File: src/rtl/ln_horner_seq_if.sv
// Handshake bundle for the sequential ln(y) evaluator: operand in, result out.
interface ln_horner_seq_if #(
  parameter int WIDTHIN  = 32,
  parameter int WIDTHOUT = 16
);
  logic                i_valid;
  logic                o_ready;
  logic [WIDTHIN-1:0]  i_y;
  logic                o_valid;
  logic                i_ready;
  logic [WIDTHOUT-1:0] o_x;
  logic                o_err;

  modport slave (
    input  i_valid, i_y, i_ready,
    output o_ready, o_valid, o_x, o_err
  );

  modport master (
    output i_valid, i_y, i_ready,
    input  o_ready, o_valid, o_x, o_err
  );
endinterface

File: src/rtl/ln_horner_seq.sv
// Sequential ln(y): normalise y = 2^k * (1+t), evaluate a 5-term ln(1+t) series by
// Horner's rule on one shared multiplier, then add k*ln(2). Q7.25 in, Q4.12 out.
module ln_horner_seq (
  input  logic             clk,
  input  logic             reset,
  ln_horner_seq_if.slave   bus
);

  localparam logic signed [31:0] C1  = 32'sh0200_0000;
  localparam logic signed [31:0] C2  = 32'shFF00_0000;
  localparam logic signed [31:0] C3  = 32'sh00AA_AAAB;
  localparam logic signed [31:0] C4  = 32'shFF80_0000;
  localparam logic signed [31:0] C5  = 32'sh0066_6666;
  localparam logic signed [31:0] LN2 = 32'sh0162_E430;

  typedef enum logic [2:0] {
    S_IDLE = 3'd0,
    S_NORM = 3'd1,
    S_MUL  = 3'd2,
    S_LN2  = 3'd3,
    S_DONE = 3'd4
  } state_t;

  state_t      state_q, state_d;
  logic [31:0] y_q, y_d;
  logic [5:0]  k_q, k_d;
  logic [15:0] t_q, t_d;
  logic [31:0] acc_q, acc_d;
  logic [2:0]  cnt_q, cnt_d;
  logic [15:0] x_q, x_d;
  logic        err_q, err_d;
  logic        ready_q, ready_d;
  logic        valid_q, valid_d;

  logic [4:0]         p_s;
  logic [31:0]        sh_s;
  logic [31:0]        coef_s;
  logic [31:0]        kln2_s;
  logic [31:0]        r_s;
  logic signed [31:0] shr_s;
  logic [15:0]        sat_s;

  // State register and datapath registers
  always_ff @(posedge clk or posedge reset) begin
    if (reset) begin
      state_q <= S_IDLE;
      y_q     <= 32'd0;
      k_q     <= 6'd0;
      t_q     <= 16'd0;
      acc_q   <= 32'd0;
      cnt_q   <= 3'd0;
      x_q     <= 16'd0;
      err_q   <= 1'b0;
      ready_q <= 1'b1;
      valid_q <= 1'b0;
    end else begin
      state_q <= state_d;
      y_q     <= y_d;
      k_q     <= k_d;
      t_q     <= t_d;
      acc_q   <= acc_d;
      cnt_q   <= cnt_d;
      x_q     <= x_d;
      err_q   <= err_d;
      ready_q <= ready_d;
      valid_q <= valid_d;
    end
  end

  // Next-state logic and arithmetic for normalise / Horner step / ln2 correction
  always_comb begin
    state_d = state_q;
    y_d     = y_q;
    k_d     = k_q;
    t_d     = t_q;
    acc_d   = acc_q;
    cnt_d   = cnt_q;
    x_d     = x_q;
    err_d   = err_q;

    p_s = 5'd0;
    for (int i = 0; i < 32; i++) begin
      if (y_q[i]) begin
        p_s = 5'(i);
      end else begin
        p_s = p_s;
      end
    end

    // Both operands widened to 49 bits so the low 49 product bits equal the signed product.
    sh_s = 32'(({{17{acc_q[31]}}, acc_q} * {33'd0, t_q}) >> 16);

    case (cnt_q)
      3'd0:    coef_s = C4;
      3'd1:    coef_s = C3;
      3'd2:    coef_s = C2;
      3'd3:    coef_s = C1;
      default: coef_s = 32'd0;
    endcase

    kln2_s = {{26{k_q[5]}}, k_q} * LN2;
    r_s    = acc_q + kln2_s;
    shr_s  = $signed(r_s) >>> 13;
    if (shr_s[31:15] == {17{shr_s[31]}}) begin
      sat_s = shr_s[15:0];
    end else if (shr_s[31]) begin
      sat_s = 16'h8000;
    end else begin
      sat_s = 16'h7FFF;
    end

    case (state_q)
      S_IDLE: begin
        if (bus.i_valid) begin
          y_d     = bus.i_y;
          state_d = S_NORM;
        end else begin
          state_d = S_IDLE;
        end
      end
      S_NORM: begin
        if (y_q == 32'd0) begin
          err_d   = 1'b1;
          x_d     = 16'h8000;
          state_d = S_DONE;
        end else begin
          err_d   = 1'b0;
          k_d     = {1'b0, p_s} - 6'd25;
          // Fraction bits just below the leading one, zero-filled for small p.
          t_d     = 16'({y_q, 16'h0000} >> p_s);
          acc_d   = C5;
          cnt_d   = 3'd0;
          state_d = S_MUL;
        end
      end
      S_MUL: begin
        if (cnt_q == 3'd4) begin
          acc_d   = sh_s;
          state_d = S_LN2;
        end else begin
          acc_d   = sh_s + coef_s;
          cnt_d   = cnt_q + 3'd1;
          state_d = S_MUL;
        end
      end
      S_LN2: begin
        x_d     = sat_s;
        state_d = S_DONE;
      end
      S_DONE: begin
        if (bus.i_ready) begin
          state_d = S_IDLE;
        end else begin
          state_d = S_DONE;
        end
      end
      default: begin
        state_d = S_IDLE;
      end
    endcase

    ready_d = (state_d == S_IDLE);
    valid_d = (state_d == S_DONE);
  end

  assign bus.o_ready = ready_q;
  assign bus.o_valid = valid_q;
  assign bus.o_x     = x_q;
  assign bus.o_err   = err_q;

endmodule

File: src/flat_wrapper.sv
// flat-port wrapper written by rule: the top's interface ports become plain ports
module ln_horner_seq_flat 
  (clk, reset, bus_i_valid, bus_i_y, bus_i_ready, bus_o_ready, bus_o_valid, bus_o_x, bus_o_err);
  ln_horner_seq_if bus_i ();
  input  logic clk;
  input  logic reset;
  input wire logic [$bits(bus_i.i_valid)-1:0] bus_i_valid;
  input wire logic [$bits(bus_i.i_y)-1:0] bus_i_y;
  input wire logic [$bits(bus_i.i_ready)-1:0] bus_i_ready;
  output wire logic [$bits(bus_i.o_ready)-1:0] bus_o_ready;
  output wire logic [$bits(bus_i.o_valid)-1:0] bus_o_valid;
  output wire logic [$bits(bus_i.o_x)-1:0] bus_o_x;
  output wire logic [$bits(bus_i.o_err)-1:0] bus_o_err;
  assign bus_i.i_valid = bus_i_valid;
  assign bus_i.i_y = bus_i_y;
  assign bus_i.i_ready = bus_i_ready;
  assign bus_o_ready = bus_i.o_ready;
  assign bus_o_valid = bus_i.o_valid;
  assign bus_o_x = bus_i.o_x;
  assign bus_o_err = bus_i.o_err;
  ln_horner_seq u_core (.clk(clk), .reset(reset), .bus(bus_i));
endmodule
File: config.mk
export PLATFORM = sky130hd
export DESIGN_NAME = ln_horner_seq_flat
export DESIGN_NICKNAME = d
export VERILOG_FILES = /design/src/rtl/ln_horner_seq_if.sv /design/src/rtl/ln_horner_seq.sv /design/src/flat_wrapper.sv
export SDC_FILE = /design/constraint.sdc
export NUM_CORES = 2
export LEC_CHECK = 0
export ABC_AREA = 1
export BUFFER_PORTS_ARGS = -buffer_cell sky130_fd_sc_hd__buf_2
export CAP_MARGIN = 0
export CORE_MARGIN = 4
export CORE_UTILIZATION = 65
export CTS_CLUSTER_SIZE = 12
export DETAILED_ROUTE_END_ITERATION = 10
export GPL_TIMING_DRIVEN = 0
export HOLD_SLACK_MARGIN = 0.12
export PLACE_DENSITY_LB_ADDON = 0.25
export SYNTH_ARGS = -nofsm -noshare
export SYNTH_HDL_FRONTEND = slang
export SYNTH_SLANG_ARGS = --single-unit
export TNS_END_PERCENT = 20
File: constraint.sdc
create_clock -name clk -period 12.1 [get_ports clk]
set_clock_uncertainty 0.15 [all_clocks]
set_input_delay 1.21 -clock clk [delete_from_list [all_inputs] [get_ports clk]]
set_output_delay 1.21 -clock clk [all_outputs]
set_load 0.005 [all_outputs]
# Yosys cells after proc, flatten, opt, wreduce, memory -nomap -nowiden
# Cells that the tools add are included.
# Widths: inputs -> output; s select.
dict set report totals {
  ff_bits 111
  inputBits 36
  output_inout_bits 19
  elab_cells 90
}
dict set report op_classes {
  addsub 4
  n_mul 2
  eq_ne 13
  shifts 1
  muxes 48
  bitwise_logic 1
  n_reduce_logical 11
}
# op count
set op_table {}
lappend op_table {{$mux 5} 30}
lappend op_table {{$pmux 32 s4} 1}
lappend op_table {{$add 32x32->32} 2}
lappend op_table {{$mux 32} 2}
lappend op_table {{$pmux 32 s2} 1}
lappend op_table {{$mul 32x17->48} 1}
lappend op_table {{$mux 16} 3}
lappend op_table {{$shr 48x5->16} 1}
lappend op_table {{$logic_not 32->1} 1}
lappend op_table {{$mul 32x21->28 const B} 1}
lappend op_table {{$pmux 16 s2} 1}
lappend op_table {{$pmux 3 s5} 1}
lappend op_table {{$eq 3x2->1 const B} 4}
lappend op_table {{$mux 3} 4}
lappend op_table {{$eq 3x3->1 const B} 3}
lappend op_table {{$logic_not 3->1} 3}
lappend op_table {{$reduce_and 2->1} 4}
lappend op_table {{$eq 3x1->1 const B} 2}
lappend op_table {{$pmux 3 s2} 1}
lappend op_table {{$sub 5x5->6 const B} 1}
lappend op_table {{$mux 1} 4}
lappend op_table {{$ne 2x2->1 const B} 2}
lappend op_table {{$reduce_bool 2->1} 2}
lappend op_table {{$add 3x1->3 const B} 1}
lappend op_table {{4 further kinds} 4}

# Longest topological paths before layout
dict set report depth {
  ltp_word 32
  ltp_mapped 47
  ltp_nobuf 45
}

# Worst setup path before layout
# Ideal clock, no wire load.
dict set report synth_timing {
  path_type {register to register}
  start {register u_core.k_q[5]}
  end {register u_core.x_q[5] (netlist: u_core.bus.o_x[5])}
  setup_time_ns 0.117
  arrival_ns 8.058
  t_required_ns 11.833
  path_slack_ns 3.776
  stages_incl_launch_ff 37
  path_buffers 2
  period_less_slack_ns 8.324
  path_cell_list {dfrtp_1 clkbuf_1 inv_1 fa_1 xnor2_1 xor2_1 ha_1 ha_1 inv_1 fa_1 inv_1 ha_1 inv_1 fa_1 inv_1 ha_1 a21oi_1 a21boi_2 o21ai_2 a21boi_2 o21ai_2 a21boi_2 o21ai_0 xor2_1 ha_1 nand4_1 nor3_1 nand3_1 o2111ai_1 xor2_1 xor2_2 nand3_1 nand2_2 buf_4 nand2_1 nand2_1 nand2_1}
}
dict set report synth_between {
  elab_chain_cells 5
  word_cells_on_any_way 6
  classes_between {1 x add/sub; 1 x mul; 1 x eq/ne; 3 x mux}
}
# element line
set synth_rtl {}
lappend synth_rtl {{from (decl)} ln_horner_seq.sv:26} ;# logic [5:0] k_q, k_d;
lappend synth_rtl {{from (signal assigned)} ln_horner_seq.sv:59} ;# k_q <= k_d;
lappend synth_rtl {{$mul 32x21->28 *} ln_horner_seq.sv:101} ;# kln2_s = {{26{k_q[5]}}, k_q} * LN2;
lappend synth_rtl {{$add 32x32->32 *} ln_horner_seq.sv:102} ;# r_s = acc_q + kln2_s;
lappend synth_rtl {{$eq 3x3->1 / $mux 16 (equally long branches)} {ln_horner_seq.sv:104, ln_horner_seq.sv:106}}
lappend synth_rtl {{$mux 16 *} ln_horner_seq.sv:104} ;# if (shr_s[31:15] == {17{shr_s[31]}}) begin
lappend synth_rtl {{$pmux 16 s2 *} ln_horner_seq.sv:112} ;# case (state_q)
lappend synth_rtl {{to (signal assigned)} ln_horner_seq.sv:52} ;# x_q <= 16'd0;
lappend synth_rtl {{to (signal assigned)} ln_horner_seq.sv:63} ;# x_q <= x_d;
lappend synth_rtl {{to (decl)} ln_horner_seq.sv:30} ;# logic [15:0] x_q, x_d;
# Mark *: on every way between the ends. The rest lies on a longest branch, timed or not.
# A chain may end at the register's enable or synchronous reset.

# Worst setup path after layout
dict set report layout_timing {
  start {register u_core.acc_q[15]}
  end {register u_core.acc_q[30]}
}
dict set report layout_between {
  elab_chain_cells 4
}
# element line
set layout_rtl {}
lappend layout_rtl {{from (decl)} ln_horner_seq.sv:28} ;# logic [31:0] acc_q, acc_d;
lappend layout_rtl {{from (signal assigned)} ln_horner_seq.sv:50} ;# acc_q <= 32'd0;
lappend layout_rtl {{from (signal assigned)} ln_horner_seq.sv:61} ;# acc_q <= acc_d;
lappend layout_rtl {{$mul 32x17->48 *} ln_horner_seq.sv:91} ;# sh_s = 32'(({{17{acc_q[31]}}, acc_q} * {33'd0, t_q}) >> 16);
lappend layout_rtl {{$add 32x32->32} ln_horner_seq.sv:141} ;# acc_d = sh_s + coef_s;
lappend layout_rtl {{$mux 32 *} ln_horner_seq.sv:137} ;# if (cnt_q == 3'd4) begin
lappend layout_rtl {{$pmux 32 s2 *} ln_horner_seq.sv:112}
# Marks and branches as above.

==> out/metrics.yaml <==
grt_first_pass_wirelength_mm: 140.6
htree_num_levels: 3
synth-main-ff-cell: "dfrtp_1"
synth-compound-area-share_pct: 7.046
dr.pass1.iters: 9
yosys.area_share.adder_pct: 45.20
synthMuxAreaShare_pct: 0.03304
place_congestion: 1.001
cpPeakStageDelay_ns: 0.70
worstHoldStart: "u_core.bus.o_x[11]"
post_cts_buffers: 0
reg2reg_depth: 34
postPlaceCellArea_um2: 31340
drt-wirelength-per-cell_um: 18.23
io_pins: 55
track_usage_pct: 35.55
io_buffer_count: 54
antenna_found_initial: 2
endpoint_kind: "flop"
grt_start_max_net_pins: 68
slew_viol_final: 0
clkSinkCount: 111
hp-class: "reg -> reg"
rrSetupSlack_ns: 2.00
clk_transition_reported_paths_ns: 0.09
ys_ff_latch: 111
final_cell_area_um2: 31670
ant_nets: 0
hold_buffers: 0
fp.dieH_um: 223.9
drv_cap: 0
arrival_ns: 10.25
worst_slack_ns: 2.001
fmax_mhz: 99.02
cts_resized: 0
synth_top_family_by_area: "adder cells"
dp_hpwl_mm: 73.43
fill_cells: 3892
ys_async_sr_fraction_pct: 100.0
viasPerCell: 5.532
routed-via-count: 26420
netlist_instances: 4102
clock-root-buffer: "clkbuf_16"
syn_avg_cell_area_um2: 7.385
gr-total-overflow: 0
tns_ns: 0
max_slew_margin_pct: 13.07
fp.dieW_um: 223.9
grt_pass1_vias: 26780
initial_core_util_pct: 66.18
finalHoldViolCount: 0
min_period_ns: 10.10
worstSetupPathType: "reg -> reg"
preCtsSetupSlack_ns: 2.268
cts_tree: "built"
worstPathMaxFanout: 10
setup_viol: 0
hold_depth: 2
outcome: "finished, final reports clean"
drc_errors: 0
hold_end: "u_core.bus.o_x[11]"
die_area_um2: 50120
required_ns: 12.25
synth_xor_area_share_pct: 2.941
cts_buffers: 9
routed_wl_mm: 87.03
r2r-end: "u_core.acc_q[30]"
synthSimpleGateAreaFrac_pct: 19.95
yosys.cell_types.count: 56
placementRows: 78
yosys_warnings: 0
worstSetupStartpoint: "u_core.acc_q[15]"
cp_slowest_cell: "o311ai_1"
cp-start-kind: "flop"
rsz0062_at_grt: "no"
drt_iter0_drc: 2369
clk_path_buf_depth: 2
rr_startpoint: "u_core.acc_q[15]"
area_delta_synth_final_pct: 4.531
insertion_delay_ns: 0.38
synth-edff-count: 0
fin_crit_sh_pct: 83.46
nets: 4984
layout-drive-gt1-share_pct: 3.163
syn_nets: 4918
synth_area_um2: 30290
coreArea_um2: 45770
worst_slew_pin_slew_ns: 1.299
synth_seq_area_share_pct: 9.174
==> worst max-delay path by stage <==
| stage | to | slack [ns] | cells past startpoint |
|---|---|---|---|
| 3_5_place_dp | u_core.acc_q[30] | 2.27 | 34 |
| 3_3_place_gp | u_core.bus.o_x[0] | 2.32 | 35 |
| 4_1_cts | u_core.acc_q[30] | 2.22 | 34 |
| 5_1_grt | u_core.acc_q[30] | 1.55 | 34 |
| 2_1_floorplan | u_core.bus.o_x[5] | 3.78 | 36 |
| 6_report | u_core.acc_q[30] | 2.00 | 34 |
==> cell type report <==
| cell class | instances | area, um2 | share of cell area [%] |
|---|---|---|---|
| multi-input cells | 2737 | 22770 | 71.92 |
| inverters | 1084 | 4071 | 12.86 |
| flip-flops and latches | 111 | 2779 | 8.776 |
| well taps | 600 | 750.7 | 2.371 |
| plain buffers | 170 | 671.9 | 2.122 |
| repair buffers | 55 | 297.8 | 0.9404 |
| clock buffers | 11 | 252.7 | 0.7982 |
| clock inverters | 5 | 63.81 | 0.2015 |
| diodes | 2 | 5.005 | 0.01581 |
==> through the flow <==
stage               hold slack (ns)  std cells  utilization (%)
floorplan                    0.3224       4102                -
global placement             0.3077       4756            68.41
detailed placement           0.3100       4757            68.48
CTS                          0.3297       4773            69.17
global route                 0.3457       4773            69.17
finish                       0.3298       4775            69.18
==> synthesized netlist by cell type, types with 3 or more instances <==
library cell | count | area (um2)
a21boi_1 | 3 | 22.52
xor2_1 | 54 | 473.0
nand4_1 | 24 | 150.1
a21boi_2 | 3 | 33.78
inv_1 | 1076 | 4039
nand2_1 | 1002 | 3761
dfrtp_1 | 110 | 2753
o221ai_1 | 5 | 43.79
o31ai_1 | 3 | 22.52
o21ai_2 | 9 | 78.83
a21oi_2 | 4 | 35.03
inv_2 | 5 | 18.77
o21a_1 | 6 | 45.04
a221oi_1 | 4 | 35.03
or2_2 | 4 | 25.02
buf_1 | 4 | 15.01
nand2_2 | 6 | 37.54
o211ai_1 | 10 | 75.07
o21ai_0 | 118 | 590.6
clkinv_1 | 3 | 11.26
o21bai_1 | 11 | 82.58
ha_1 | 256 | 3203
clkbuf_1 | 155 | 581.8
nor3_1 | 15 | 75.07
buf_4 | 3 | 22.52
nor2_1 | 190 | 713.2
nand3_1 | 232 | 1161
xnor2_1 | 44 | 385.4
nand3b_1 | 3 | 22.52
nor2_2 | 5 | 31.28
buf_2 | 6 | 30.03
o21bai_2 | 3 | 33.78
a31oi_1 | 12 | 75.07
a21oi_1 | 142 | 710.7
nor4_1 | 5 | 31.28
a211oi_1 | 4 | 30.03
o21ai_1 | 12 | 60.06
fa_1 | 524 | 10490
==> per-layer routing <==
| metal | track usage [%] | vias to the layer above | part of all wire [%] |
|---|---|---|---|
| met2 | 55.58 | 1247 | 45 |
| li1 | - | 12250 | - |
| met3 | 7.352 | 272 | 10 |
| met4 | 14.85 | 0 | 4.8 |
| met5 | 0 | - | 0 |
| met1 | 48.86 | 12650 | 40 |
==> placed cells by master, fill, tap and decap left out, drive strengths merged, types with 3 or more instances in the layout <==
| cell type | synthesis | layout |
|---|---|---|
| xor2 | 56 | 56 |
| clkinv | 3 | 6 |
| a31oi | 13 | 13 |
| o21a | 6 | 6 |
| o211ai | 10 | 10 |
| nand3 | 232 | 232 |
| clkbuf | 155 | 166 |
| o21ai | 139 | 139 |
| ha | 256 | 256 |
| nor3 | 15 | 15 |
| xnor2 | 44 | 44 |
| nand2 | 1008 | 1008 |
| nor4 | 5 | 5 |
| a211oi | 4 | 4 |
| dfrtp | 110 | 110 |
| fa | 524 | 524 |
| inv | 1081 | 1082 |
| o31ai | 3 | 3 |
| a21boi | 8 | 8 |
| a221oi | 4 | 4 |
| buf | 15 | 70 |
| nor2 | 196 | 196 |
| nand3b | 3 | 3 |
| a21oi | 148 | 148 |
| nand4 | 24 | 24 |
| o21bai | 15 | 15 |
| o221ai | 5 | 5 |
| or2 | 6 | 6 |
==> logic make-up (layout without fill, tap and decap cells) <==
kind of cell	count (synthesis)	in the layout
buffers and inverters	1254	1325
muxes	1	1
other	0	2
AOI/OAI and AO/OA	365	365
DFF	111	111
adders and majority gates	780	780
xor gates and xnor gates	100	100
and+or+nand+nor	1491	1491
==> flip-flops by register name, summed over array words and instances (netlist names) <==
signal	count
u_core.cnt_q	3
u_core.bus.o_ready	1
u_core.acc_q	32
u_core.k_q	6
u_core.bus.o_x	16
u_core.bus.o_err	1
u_core.bus.o_valid	1
u_core.state_q	3
u_core.t_q	16
u_core.y_q	32
==> critical path, delay by kind of cell (launching register included) <==
kind	cells	cell delay, ns
AND/OR/NAND/NOR	11	1.55
AO/OA/AOI/OAI	8	2.20
XOR/XNOR	1	0.36
flip-flops	1	0.35
adder cells (fa/ha/maj)	8	3.87
buffers and inverters	6	1.53
Power is left out: the tool's default activity adds up to more than one toggle a clock period on the data nets, which glitch-free logic cannot reach.
